$ cat src/rtl/ddr_app_arbiter.sv
// Two-port arbiter sharing one MIG 7-series UI app_* port; read data is routed back through a tag FIFO.
// Build option: define DDR_ARB_FIXED_PRIO_EN for fixed p0 priority (default is round robin).
module ddr_app_arbiter #(
    parameter int ADDR_WIDTH     = 28,
    parameter int APP_DATA_WIDTH = 128,
    parameter int MASK_WIDTH     = 16,
    parameter int RD_TAG_DEPTH   = 8
) (
    input  logic                      ui_clk,
    input  logic                      ui_clk_sync_rst,

    input  logic                      p0_req_valid,
    output logic                      p0_req_ready,
    input  logic                      p0_req_rd,
    input  logic [ADDR_WIDTH-1:0]     p0_req_addr,
    input  logic [APP_DATA_WIDTH-1:0] p0_req_wdata,
    output logic                      p0_rd_valid,
    output logic [APP_DATA_WIDTH-1:0] p0_rd_data,

    input  logic                      p1_req_valid,
    output logic                      p1_req_ready,
    input  logic                      p1_req_rd,
    input  logic [ADDR_WIDTH-1:0]     p1_req_addr,
    input  logic [APP_DATA_WIDTH-1:0] p1_req_wdata,
    output logic                      p1_rd_valid,
    output logic [APP_DATA_WIDTH-1:0] p1_rd_data,

    output logic [ADDR_WIDTH-1:0]     app_addr,
    output logic [2:0]                app_cmd,
    output logic                      app_en,
    output logic [APP_DATA_WIDTH-1:0] app_wdf_data,
    output logic                      app_wdf_end,
    output logic                      app_wdf_wren,
    output logic [MASK_WIDTH-1:0]     app_wdf_mask,
    input  logic                      app_rdy,
    input  logic                      app_wdf_rdy,
    input  logic [APP_DATA_WIDTH-1:0] app_rd_data,
    input  logic                      app_rd_data_valid,
    input  logic                      app_rd_data_end,

    output logic                      busy,
    output logic                      rd_underflow
);

    localparam int PW = (RD_TAG_DEPTH > 1) ? $clog2(RD_TAG_DEPTH) : 1;
    localparam int CW = PW + 1;
    localparam logic [CW-1:0] FULL_CNT = CW'(RD_TAG_DEPTH);

    typedef enum logic {S_IDLE, S_ISSUE} state_t;

    typedef struct packed {
        logic                      port;
        logic                      rd;
        logic [ADDR_WIDTH-1:0]     addr;
        logic [APP_DATA_WIDTH-1:0] wdata;
    } req_t;

    state_t                    state_q, state_d;
    logic                      port_q;
    logic                      app_en_q, app_en_d;
    logic                      wren_q, wren_d;
    logic [2:0]                cmd_q;
    logic [ADDR_WIDTH-1:0]     addr_q;
    logic [APP_DATA_WIDTH-1:0] wdata_q;
    logic                      p0_ready_q, p1_ready_q;
    logic                      p0_rd_valid_q, p1_rd_valid_q;
    logic [APP_DATA_WIDTH-1:0] p0_rd_data_q, p1_rd_data_q;
    logic                      busy_q, busy_d;
    logic                      underflow_q;

    logic [RD_TAG_DEPTH-1:0]   tag_q;
    logic [PW-1:0]             wr_ptr_q, rd_ptr_q;
    logic [CW-1:0]             cnt_q, cnt_d;

    logic                      elig0, elig1, grant0, grant1;
    logic                      push, pop, head;
    req_t                      win;

`ifndef DDR_ARB_FIXED_PRIO_EN
    // Port preferred on the next contended grant; flips to the loser on every grant.
    logic                      prio_q;
`endif

    always_comb begin
        elig0  = p0_req_valid && (!p0_req_rd || (cnt_q != FULL_CNT));
        elig1  = p1_req_valid && (!p1_req_rd || (cnt_q != FULL_CNT));
        grant0 = 1'b0;
        grant1 = 1'b0;
        if (state_q == S_IDLE) begin
`ifdef DDR_ARB_FIXED_PRIO_EN
            grant0 = elig0;
            grant1 = elig1 && !elig0;
`else
            grant1 = elig1 && (!elig0 || prio_q);
            grant0 = elig0 && !grant1;
`endif
        end

        win.port  = grant1;
        win.rd    = grant1 ? p1_req_rd    : p0_req_rd;
        win.addr  = grant1 ? p1_req_addr  : p0_req_addr;
        win.wdata = grant1 ? p1_req_wdata : p0_req_wdata;

        // A read tag is pushed only when the MIG takes the command.
        push = app_en_q && app_rdy && cmd_q[0];
        pop  = app_rd_data_valid && (cnt_q != '0);
        head = tag_q[rd_ptr_q];

        cnt_d = cnt_q;
        if (push && !pop)
            cnt_d = cnt_q + CW'(1);
        else if (pop && !push)
            cnt_d = cnt_q - CW'(1);

        app_en_d = app_en_q && !app_rdy;
        wren_d   = wren_q && !app_wdf_rdy;
        state_d  = state_q;
        case (state_q)
            S_IDLE: begin
                if (grant0 || grant1) begin
                    app_en_d = 1'b1;
                    wren_d   = !win.rd;
                    state_d  = S_ISSUE;
                end
            end
            S_ISSUE: begin
                if (!app_en_d && !wren_d)
                    state_d = S_IDLE;
            end
            default: state_d = S_IDLE;
        endcase

        busy_d = (state_d != S_IDLE) || (cnt_d != '0);
    end

    always_ff @(posedge ui_clk or posedge ui_clk_sync_rst) begin
        if (ui_clk_sync_rst) begin
            state_q       <= S_IDLE;
            port_q        <= 1'b0;
            app_en_q      <= 1'b0;
            wren_q        <= 1'b0;
            cmd_q         <= '0;
            addr_q        <= '0;
            wdata_q       <= '0;
            p0_ready_q    <= 1'b0;
            p1_ready_q    <= 1'b0;
            p0_rd_valid_q <= 1'b0;
            p1_rd_valid_q <= 1'b0;
            p0_rd_data_q  <= '0;
            p1_rd_data_q  <= '0;
            busy_q        <= 1'b0;
            underflow_q   <= 1'b0;
            tag_q         <= '0;
            wr_ptr_q      <= '0;
            rd_ptr_q      <= '0;
            cnt_q         <= '0;
`ifndef DDR_ARB_FIXED_PRIO_EN
            prio_q        <= 1'b0;
`endif
        end else begin
            state_q    <= state_d;
            app_en_q   <= app_en_d;
            wren_q     <= wren_d;
            p0_ready_q <= grant0;
            p1_ready_q <= grant1;

            if (grant0 || grant1) begin
                port_q  <= win.port;
                cmd_q   <= {2'b00, win.rd};
                addr_q  <= win.addr;
                wdata_q <= win.wdata;
`ifndef DDR_ARB_FIXED_PRIO_EN
                prio_q  <= grant0;
`endif
            end

            if (push) begin
                tag_q[wr_ptr_q] <= port_q;
                wr_ptr_q        <= wr_ptr_q + PW'(1);
            end
            if (pop)
                rd_ptr_q <= rd_ptr_q + PW'(1);
            cnt_q <= cnt_d;

            p0_rd_valid_q <= pop && !head;
            p1_rd_valid_q <= pop && head;
            if (pop && !head)
                p0_rd_data_q <= app_rd_data;
            if (pop && head)
                p1_rd_data_q <= app_rd_data;

            if (app_rd_data_valid && (cnt_q == '0))
                underflow_q <= 1'b1;

            busy_q <= busy_d;
        end
    end

    // Single-beat commands: the end-of-burst marker carries no information.
    logic unused_rd_end;
    assign unused_rd_end = app_rd_data_end;

    assign p0_req_ready = p0_ready_q;
    assign p1_req_ready = p1_ready_q;
    assign p0_rd_valid  = p0_rd_valid_q;
    assign p1_rd_valid  = p1_rd_valid_q;
    assign p0_rd_data   = p0_rd_data_q;
    assign p1_rd_data   = p1_rd_data_q;
    assign app_addr     = addr_q;
    assign app_cmd      = cmd_q;
    assign app_en       = app_en_q;
    assign app_wdf_data = wdata_q;
    assign app_wdf_wren = wren_q;
    assign app_wdf_end  = wren_q;
    assign app_wdf_mask = '0;
    assign busy         = busy_q;
    assign rd_underflow = underflow_q;

endmodule

$ cat config.mk
export PLATFORM = sky130hd
export DESIGN_NAME = ddr_app_arbiter
export DESIGN_NICKNAME = d
export VERILOG_FILES = /design/src/rtl/ddr_app_arbiter.sv
export SDC_FILE = /design/constraint.sdc
export NUM_CORES = 1
export LEC_CHECK = 0
export BUFFER_PORTS_ARGS = -buffer_cell sky130_fd_sc_hd__buf_2
export CORE_AREA = 2 2 346 348
export CTS_CLUSTER_SIZE = 20
export DETAILED_ROUTE_END_ITERATION = 10
export DIE_AREA = 0 0 348 350
export REMOVE_ABC_BUFFERS = 1
export SLEW_MARGIN = 20
export SYNTH_ARGS = -nofsm -noshare
export SYNTH_HDL_FRONTEND = slang
export SYNTH_SLANG_ARGS = --single-unit
$ cat constraint.sdc
create_clock -name ui_clk -period 27.9 [get_ports ui_clk]
set_clock_uncertainty 0.2 [all_clocks]
set_input_delay 6.975 -clock ui_clk [delete_from_list [all_inputs] [get_ports ui_clk]]
set_output_delay 6.975 -clock ui_clk [all_outputs]
set_load 0.05 [all_outputs]
Word level (Yosys, flattened, before mapping)

Index checks and enable logic that the tools add are counted.

Bits of input ports: 450
Flip-flop bits (word level): 442
Output and inout bits: 440
Logic and storage cells: 84

Equality and inequality tests: 1
Add/subtract/negate cells: 4
Reductions and logical operators: 36
Muxes and demuxes: 19
Magnitude comparators: 3
Bitwise gates (word level): 1

Operators by type and width:

| cell                                                                         | count |
|---|---|
| 128-bit two-way mux                                                          | 1 |
| 28-bit two-way mux                                                           | 1 |
| 1-bit logical AND                                                            | 16 |
| 1-bit zero test                                                              | 12 |
| 1-bit two-way mux                                                            | 11 |
| 8-bit bitwise mux                                                            | 1 |
| 3-bit by 4-bit less-than comparator with 1-bit output, second input constant | 2 |
| 4-bit two-way mux                                                            | 2 |
| 4-bit nonzero test                                                           | 2 |
| 3-bit by 1-bit adder with 3-bit output, second input constant                | 2 |
| 1-bit logical OR                                                             | 5 |
| 4-bit by 1-bit adder with 4-bit output, second input constant                | 1 |
| 4-bit zero test                                                              | 1 |
| 4-bit != test, second input constant                                         | 1 |
| 4-bit by 1-bit subtractor with 4-bit output, second input constant           | 1 |
| 1-bit binary-select mux with 3-bit select                                    | 1 |
| 1-bit demux with 3-bit select                                                | 1 |
| 3-bit by 1-bit >= comparator with 1-bit output, second input constant        | 1 |
| 1-bit one-hot mux with 2 select lines                                        | 1 |
| 1-bit NOT                                                                    | 1 |

Longest topological paths before layout

Gate-level depths: netlist of the first run.

Depth after elaboration: 13
Depth in mapped cells: 10
Gate-level depth less buffers: 7

Worst setup path after synthesis of the first run

No wires, ideal clock.

Path kind: input to register
From: input port app_rdy
To: register busy_q (netlist: busy)
Setup time: 0.146 ns
Setup slack: 19.228 ns
Buffers on the path: 1
Stages: 6
Required time: 27.554 ns
Arrival time: 8.325 ns
Cell sequence: and3_1 clkbuf_1 nand2_1 o21ai_0 xor2_1 or4b_2

Longest elaborated chain between the ends: 8
Elaborated cells between the ends (all ways): 15
Classes of those cells: 4 x mux; 11 x reduce/logical

Ends and longest elaborated chain:

| item                                | line | text |
|---|---|---|
| start, declared                     | 35   | `input logic app_rdy,` |
| 1-bit logical AND (*) (2 in series) | 105  | `push = app_en_q && app_rdy && cmd_q[0];` |
| 1-bit zero test                     | 112  | `else if (pop && !push)` |
| 1-bit logical AND                   | 112  |  |
| 4-bit two-way mux                   | 112  |  |
| 4-bit two-way mux (*)               | 110  | `if (push && !pop)` |
| named net cnt_d[2]                  | 73   | `logic [CW-1:0] cnt_q, cnt_d;` |
| 4-bit nonzero test (*)              | 133  | `busy_d = (state_d != S_IDLE) \|\| (cnt_d != '0);` |
| 1-bit logical OR (*)                | 133  |  |
| named net busy_d                    | 68   | `logic busy_q, busy_d;` |
| end signal, assigned                | 195  | `busy_q <= busy_d;` |
| end, declared                       | 68   |  |

Mark *: on every way through the listed nets, which the timed path passes. The rest lies on a longest branch.
A chain may end at the register's enable or synchronous reset.

Worst setup path after layout of the first run

From: input port app_rd_data_valid
To: register p1_rd_data_q[106] (netlist: p1_rd_data[106])

Longest elaborated chain between the ends: 2

Ends and longest elaborated chain:

| item                 | line | text |
|---|---|---|
| start, declared      | 38   | `input logic app_rd_data_valid,` |
| 1-bit logical AND    | 106  | `pop = app_rd_data_valid && (cnt_q != '0);` |
| 1-bit logical AND    | 189  | `if (pop && head)` |
| end signal, assigned | 190  | `p1_rd_data_q <= app_rd_data;` |
| end, declared        | 67   | `logic [APP_DATA_WIDTH-1:0] p0_rd_data_q, p1_rd_data_q;` |

Every way passes these cells.

==> flow_metrics.env, run 1 <==
export IMPL_hold_viol=0
export IMPL_track_usage_pct=12.7
export IMPL_row_count=126
export IMPL_grt_pass1_wl_um=110000
export IMPL_wl_um=81400
export IMPL_drive_above_1_share_pct=50.1
export IMPL_setup_tns_ns=0
export IMPL_io_buffers=870
export IMPL_grt_max_degree=135
export IMPL_critPathRequiredTime_ns=28.19
export IMPL_synth_xor_area_share_pct=0.391
export IMPL_syn_area_sq_um=17900
export IMPL_die_y_um=350
export IMPL_slew_viol_final=0
export IMPL_post_route_util_pct=21.8
export IMPL_worstSetupEndpointType="flip-flop"
export IMPL_cp_arrival_ns=10.11
export IMPL_muxShareOfSynthArea_pct=18.9
export IMPL_synth_seq_area_share_pct=61.7
export IMPL_synth_top_family_by_area="multiplexers"
export IMPL_antenna_found_initial=53
export IMPL_syn_area_per_cell_sq_um=13.1
export IMPL_yosys_area_top_type="dfrtp_1"
export IMPL_yosys_area_share_simple_pct=8.14
export IMPL_crit_type="input port to flip-flop"
export IMPL_postRouteAntennaNets=0
export IMPL_crit_chain="buf_2 > and2_1 > nand2_4 > buf_4 > buf_4 > mux2_2"
export IMPL_drc_errors=0
export IMPL_drtIter0Drc=852
export IMPL_clk_pin_slew_ns=0.06
export IMPL_power_leakage_nw=13.0
export IMPL_grt_setup_unrepaired="no"
export IMPL_period_minus_slack_ns=9.82
export IMPL_initial_core_util_pct=15.2
export IMPL_die_area_sq_um=122000
export IMPL_synth_compound_area_share_pct=7.10
export IMPL_cts_setup_buffers=0
export IMPL_setup_viol=0
export IMPL_critPathTopFamily="buffers and inverters"
export IMPL_wl_per_cell_um=21.4
export IMPL_first_pass_iters=6
export IMPL_critPathBufInv=3
export IMPL_ys_types=42
export IMPL_slowest_delay_ns=0.83
export IMPL_hold_class="flip-flop to flip-flop"
export IMPL_status="completed"
export IMPL_peakVddDrop_mv=0.0835
export IMPL_slew_headroom_pct=34.0
export IMPL_dr_total_vias=14500
export IMPL_synth_area_top_cells="dfrtp_1 (62%), mux2_4 (8.4%), nand2_1 (6.9%), mux2_1 (6.8%), a22oi_1 (6.6%)"
export IMPL_yosysWarnings=0
export IMPL_cts_max_level=2
export IMPL_max_cap_violations=0
export IMPL_crit_slowest_cell="buf_4"
export IMPL_area_growth_pct=43.3
export IMPL_die_w_um=348
export IMPL_max_freq_ghz=0.102
export IMPL_clk_latency_ns=0.60
export IMPL_via_per_inst=3.80
export IMPL_nNetsFinal=2675
export IMPL_cts_root_to_sink_buffers=3
export IMPL_grt_pass1_vias=14300
export IMPL_hold_buffers=0
export IMPL_post_route_period_util_pct=35.2
export IMPL_tightest_slew_ns=0.990
export IMPL_clock_root_buffer="clkbuf_16"
export IMPL_cts_sinks=442
export IMPL_crit_top_cell="buf_4"
export IMPL_synth_cells=1366
export IMPL_core_area_sq_um=118000
export IMPL_io_pins=890
export IMPL_worst_path_max_fanout=50
export IMPL_powerDensity_nw_per_um2=163
export IMPL_grt_overflow_total=0
export IMPL_cts_buffers=53
export IMPL_post_dp_hpwl_um=65400
export IMPL_cts_tree="built"
export IMPL_yosys_area_share_adder_pct=0.405
export IMPL_cts_resized=0
export IMPL_ys_ff_latch=442
export IMPL_place_gp_congestion=0.846
export IMPL_start_kind="input port"
export IMPL_synth_top_area_share_pct=61.7
==> registers in the layout, indices dropped and copies added, names as in the netlist <==
name and flops:
app_cmd 1, tag_q 8, rd_underflow 1, app_wdf_end 1, rd_ptr_q 3, cnt_q 4
port_q 1, p1_req_ready 1, app_wdf_data 128, app_en 1, p1_rd_valid 1, busy 1
p1_rd_data 128, prio_q 1, p0_rd_data 128, wr_ptr_q 3, p0_req_ready 1, p0_rd_valid 1
state_q 1, app_addr 28
==> logic make-up (layout without fill, tap and decap cells) <==
| family | Yosys count | after routing |
|---|---|---|
| compound gates | 171 | 171 |
| mux | 267 | 267 |
| buf+inv | 106 | 983 |
| flops | 442 | 442 |
| simple gates | 365 | 365 |
| other cells | 1 | 29 |
| fa+ha+maj | 6 | 6 |
| xor+xnor | 8 | 8 |
==> placed cells by master (no fill, tap or decap), types with 2 or more instances in the layout <==
master      instances
clkbuf_8           11
nor3b_1             3
nand4b_1            2
inv_1               4
nand3_1             2
mux2_1            109
buf_2             870
bufinv_16           5
a21oi_1             3
nand4_1             2
buf_4              10
nand2b_1            3
nor2b_1             5
diode_2            11
inv_6               4
mux2_4            100
dfrtp_1           442
o22ai_1             2
nand2_1           328
nor3_1              4
clkbuf_1           11
ha_1                5
clkinv_2            6
buf_12              3
conb_1             18
and3_1              2
nor2_1              6
mux2_2             57
xnor2_1             6
clkbuf_16          54
xor2_1              2
o21ai_0             2
clkinvlp_4          2
a22oi_1           156
==> synth_stat cells (all sizes together) <==
master   instances
or4b             1
ha               5
o21bai           1
a211oi           1
mux2i            1
mux2           266
inv              5
conb             1
maj3             1
buf             54
o22ai            2
o211a            1
or3              1
nand2b           3
a31oi            1
nand4            2
nor2             7
clkbuf          47
a21o             1
nor3b            3
dfrtp          442
a21oi            3
nand2          329
and3             2
nor3             4
o21ai            2
nor4             2
xnor2            6
xor2             2
a2111oi          1
and2             1
nor2b            5
nand4b           2
a221o            1
nand3            2
a22oi          157
or3b             1
==> cell type report <==
class | instances | area, sq um
antenna | 11 | 27.5
clock buffer | 76 | 1540
clock inverter | 19 | 255
fill | 12800 | 92100
inverter | 5 | 26.3
multi-input combinational | 835 | 6370
sequential | 442 | 11100
tap | 1536 | 1920
timing repair buffer | 883 | 4490
==> worst reg2reg max path: stages (launching register included) <==
cell and delay (ns):
dfrtp_1 0.42, inv_1 0.12, ha_1 0.21, or3b_4 0.42
and2_1 0.29, nand2_4 0.47, buf_4 0.84, buf_4 0.93
mux2_2 0.50
==> where the power goes <==
part / leakage, nW / internal [mW] / switching (mW) / total, mW
Sequential: 5.33 / 0.963 / 0.166 / 1.13
Combinational: 6.81 / 0.616 / 1.73 / 2.34
Clock: 0.881 / 0.431 / 0.291 / 0.722
==> final timing paths <==
kind,slack (ns),from,to,cells after the start
hold / removal,0.26,app_wdf_data[13],app_wdf_data[13],2
min in group asynchronous,6.34,ui_clk_sync_rst,app_addr[13],2
hold reg to reg,0.26,app_wdf_data[13],app_wdf_data[13],2
setup / recovery,18.08,app_rd_data_valid,p1_rd_data[106],6
setup reg to reg,23.39,cnt_q[1],p1_rd_data[106],8
max in group asynchronous,18.92,ui_clk_sync_rst,p1_rd_data[106],4
==> metal layers <==
metal  GRT usage [%]  wire, um  share of wire, %
met4            3.86      2520               3.1
met1            15.5     32600                40
met5               0        24             0.029
met3            5.15      8500                10
met2            20.5     37700                46
==> metrics by stage <==
| step | setup WS, ns | total power, mW | instances | hold slack [ns] | instance area, sq um |
|---|---|---|---|---|---|
| floorplan | 8.41 | 2.93 | 1282 | 0.273 | 17400 |
| global route | 17.98 | 4.41 | 3799 | 0.274 | 25700 |
| finish | 18.08 | 4.19 | 3807 | 0.258 | 25700 |
| CTS | 18.17 | 4.26 | 3796 | 0.263 | 25700 |
| detailed placement | 17.47 | 3.51 | 3701 | 0.250 | 23900 |
| global placement | 17.53 | 3.49 | 3701 | 0.247 | 23900 |
(Power assumes the default switching activity.)
==> inputs of run 2 (changes only) <==
--- a/config.mk
+++ b/config.mk
@@ -6,10 +6,10 @@
 export NUM_CORES = 1
 export LEC_CHECK = 0
 export BUFFER_PORTS_ARGS = -buffer_cell sky130_fd_sc_hd__buf_2
-export CORE_AREA = 2 2 346 348
+export CORE_AREA = 2 2 345 347
 export CTS_CLUSTER_SIZE = 20
 export DETAILED_ROUTE_END_ITERATION = 10
-export DIE_AREA = 0 0 348 350
+export DIE_AREA = 0 0 347 349
 export REMOVE_ABC_BUFFERS = 1
 export SLEW_MARGIN = 20
 export SYNTH_ARGS = -nofsm -noshare
==> constraint.sdc (replaced) <==
create_clock -name ui_clk -period 8.6 [get_ports ui_clk]
set_clock_uncertainty 0.2 [all_clocks]
set_input_delay 2.15 -clock ui_clk [delete_from_list [all_inputs] [get_ports ui_clk]]
set_output_delay 2.15 -clock ui_clk [all_outputs]
set_load 0.05 [all_outputs]
==> flow_metrics.env, run 2 (same netlist as run 1, synthesis figures left out) <==
export IMPL_io_buffers=870
export IMPL_first_pass_iters=5
export IMPL_grt_pass1_vias=14000
export IMPL_cts_tree="built"
export IMPL_cts_setup_buffers=0
export IMPL_clk_pin_slew_ns=0.06
export IMPL_drc_errors=0
export IMPL_crit_type="input port to flip-flop"
export IMPL_hold_viol=0
export IMPL_place_gp_congestion=0.851
export IMPL_critPathRequiredTime_ns=8.96
export IMPL_track_usage_pct=13.5
export IMPL_post_route_period_util_pct=47.4
export IMPL_multiInputGateArea_sq_um=6370
export IMPL_grt_pass1_wl_um=114000
export IMPL_drtIter0Drc=790
export IMPL_pwr_share_clk_pct=17.0
export IMPL_crit_chain="buf_2 > nor2b_1 > nand2_1 > a31oi_4 > buf_12 > a22oi_1 > nand2_1"
export IMPL_cts_sinks=442
export IMPL_sw_frac_of_total_pct=52.4
export IMPL_worst_path_max_fanout=108
export IMPL_core_area_sq_um=117000
export IMPL_power_leakage_nw=13.0
export IMPL_via_per_inst=3.78
export IMPL_layout_commonest_cell="buf_2"
export IMPL_initial_core_util_pct=15.3
export IMPL_die_area_sq_um=121000
export IMPL_final_cells=3799
export IMPL_fillCellCount=12700
export IMPL_crit_slowest_cell="a31oi_4"
export IMPL_antenna_found_initial=48
export IMPL_cts_root_to_sink_buffers=3
export IMPL_grt_max_degree=161
export IMPL_nNetsFinal=2672
export IMPL_slowest_delay_ns=0.63
export IMPL_status="completed"
export IMPL_pwr_share_seq_pct=26.9
export IMPL_area_growth_pct=43.3
export IMPL_setup_tns_ns=0
export IMPL_slew_viol_final=0
export IMPL_cts_resized=0
export IMPL_wl_per_cell_um=22.4
export IMPL_row_count=126
export IMPL_grt_setup_unrepaired="no"
export IMPL_peakVddDrop_mv=0.280
export IMPL_clock_root_buffer="clkbuf_16"
export IMPL_grt_overflow_total=0
export IMPL_dr_total_vias=14400
export IMPL_layout_setup_ws_ns=4.52
export IMPL_pwr_share_comb_pct=56.1
export IMPL_tightest_slew_ns=1.06
export IMPL_worstSetupEndpointType="flip-flop"
export IMPL_hold_buffers=0
export IMPL_cts_buffers=53
export IMPL_postRouteAntennaNets=0
export IMPL_regArea_sq_um=11100
export IMPL_die_y_um=349
export IMPL_period_minus_slack_ns=4.08
export IMPL_intPower_mw=6.52
export IMPL_setup_viol=0
export IMPL_powerDensity_nw_per_um2=533
export IMPL_pre_cts_ws_ns=3.91
export IMPL_post_dp_hpwl_um=68200
export IMPL_io_pins=890
export IMPL_p_switching_mw=7.18
export IMPL_hold_class="flip-flop to flip-flop"
export IMPL_drive_above_1_share_pct=50.1
export IMPL_die_w_um=347
export IMPL_place_inst=3698
export IMPL_clk_latency_ns=0.62
export IMPL_max_freq_ghz=0.245
export IMPL_cp_arrival_ns=4.44
export IMPL_crit_top_cell="nand2_1"
export IMPL_slew_headroom_pct=29.3
export IMPL_wl_um=85200
export IMPL_max_cap_violations=0
export IMPL_start_kind="input port"
export IMPL_final_cell_mix="buf_2 (870), dfrtp_1 (442), nand2_1 (328)"
export IMPL_cts_max_level=2
-- run 2: worst max-delay path, delay by kind of cell --
family	cells	cell delay (ns)
simple gates	3	0.60
buf+inv	2	0.45
compound gates	2	1.00
-- run 2: area by class of cell --
cell class | instances | share of cell area, %
sequential | 442 | 43.0
inverter | 5 | 0.102
antenna | 9 | 0.0877
clock inverter | 19 | 0.998
timing repair buffer | 880 | 17.6
multi-input combinational | 835 | 24.8
clock buffer | 73 | 5.93
tap | 1536 | 7.48
-- run 2: power groups by stage --
stage	clock network [mW]	logic, mW	registers, mW
finish	2.33	7.68	3.69
global route	2.51	8.10	3.82
CTS	2.44	7.85	3.69
detailed placement	0	7.84	3.70
global placement	0	7.82	3.66
floorplan	0	2.42	7.10
-- run 2: per-stage QoR --
stage               util (%)  hold WS (ns)  cell area, sq um  power, mW
floorplan                  -         0.273             17400       9.51
global placement        20.3         0.248             23900       11.5
detailed placement      20.3         0.251             23900       11.5
CTS                     21.9         0.263             25700       14.0
global route            21.9         0.278             25700       14.4
finish                  21.9         0.260             25700       13.7
-- run 2: final timing paths --
check | from | to | slack [ns] | cells after the start
setup / recovery | p0_req_valid | app_wdf_data[16] | 4.52 | 7
hold / removal | app_wdf_data[67] | app_wdf_data[67] | 0.26 | 2
setup reg to reg | cnt_q[1] | p1_rd_data[89] | 5.08 | 7
hold reg to reg | app_wdf_data[67] | app_wdf_data[67] | 0.26 | 2
max in group asynchronous | ui_clk_sync_rst | p1_rd_data[40] | 5.40 | 3
min in group asynchronous | ui_clk_sync_rst | app_wdf_data[47] | 1.43 | 2
-- run 2: layer usage --
| metal | up-vias | routed length (um) | track usage [%] | part of all wire, % |
|---|---|---|---|---|
| li1 | 6437 | - | - | - |
| met1 | 7106 | 33000 | 16.0 | 39 |
| met2 | 686 | 40900 | 22.6 | 48 |
| met3 | 128 | 9280 | 5.25 | 11 |
| met4 | 6 | 1980 | 3.46 | 2.3 |
| met5 | - | 33 | 0 | 0.039 |
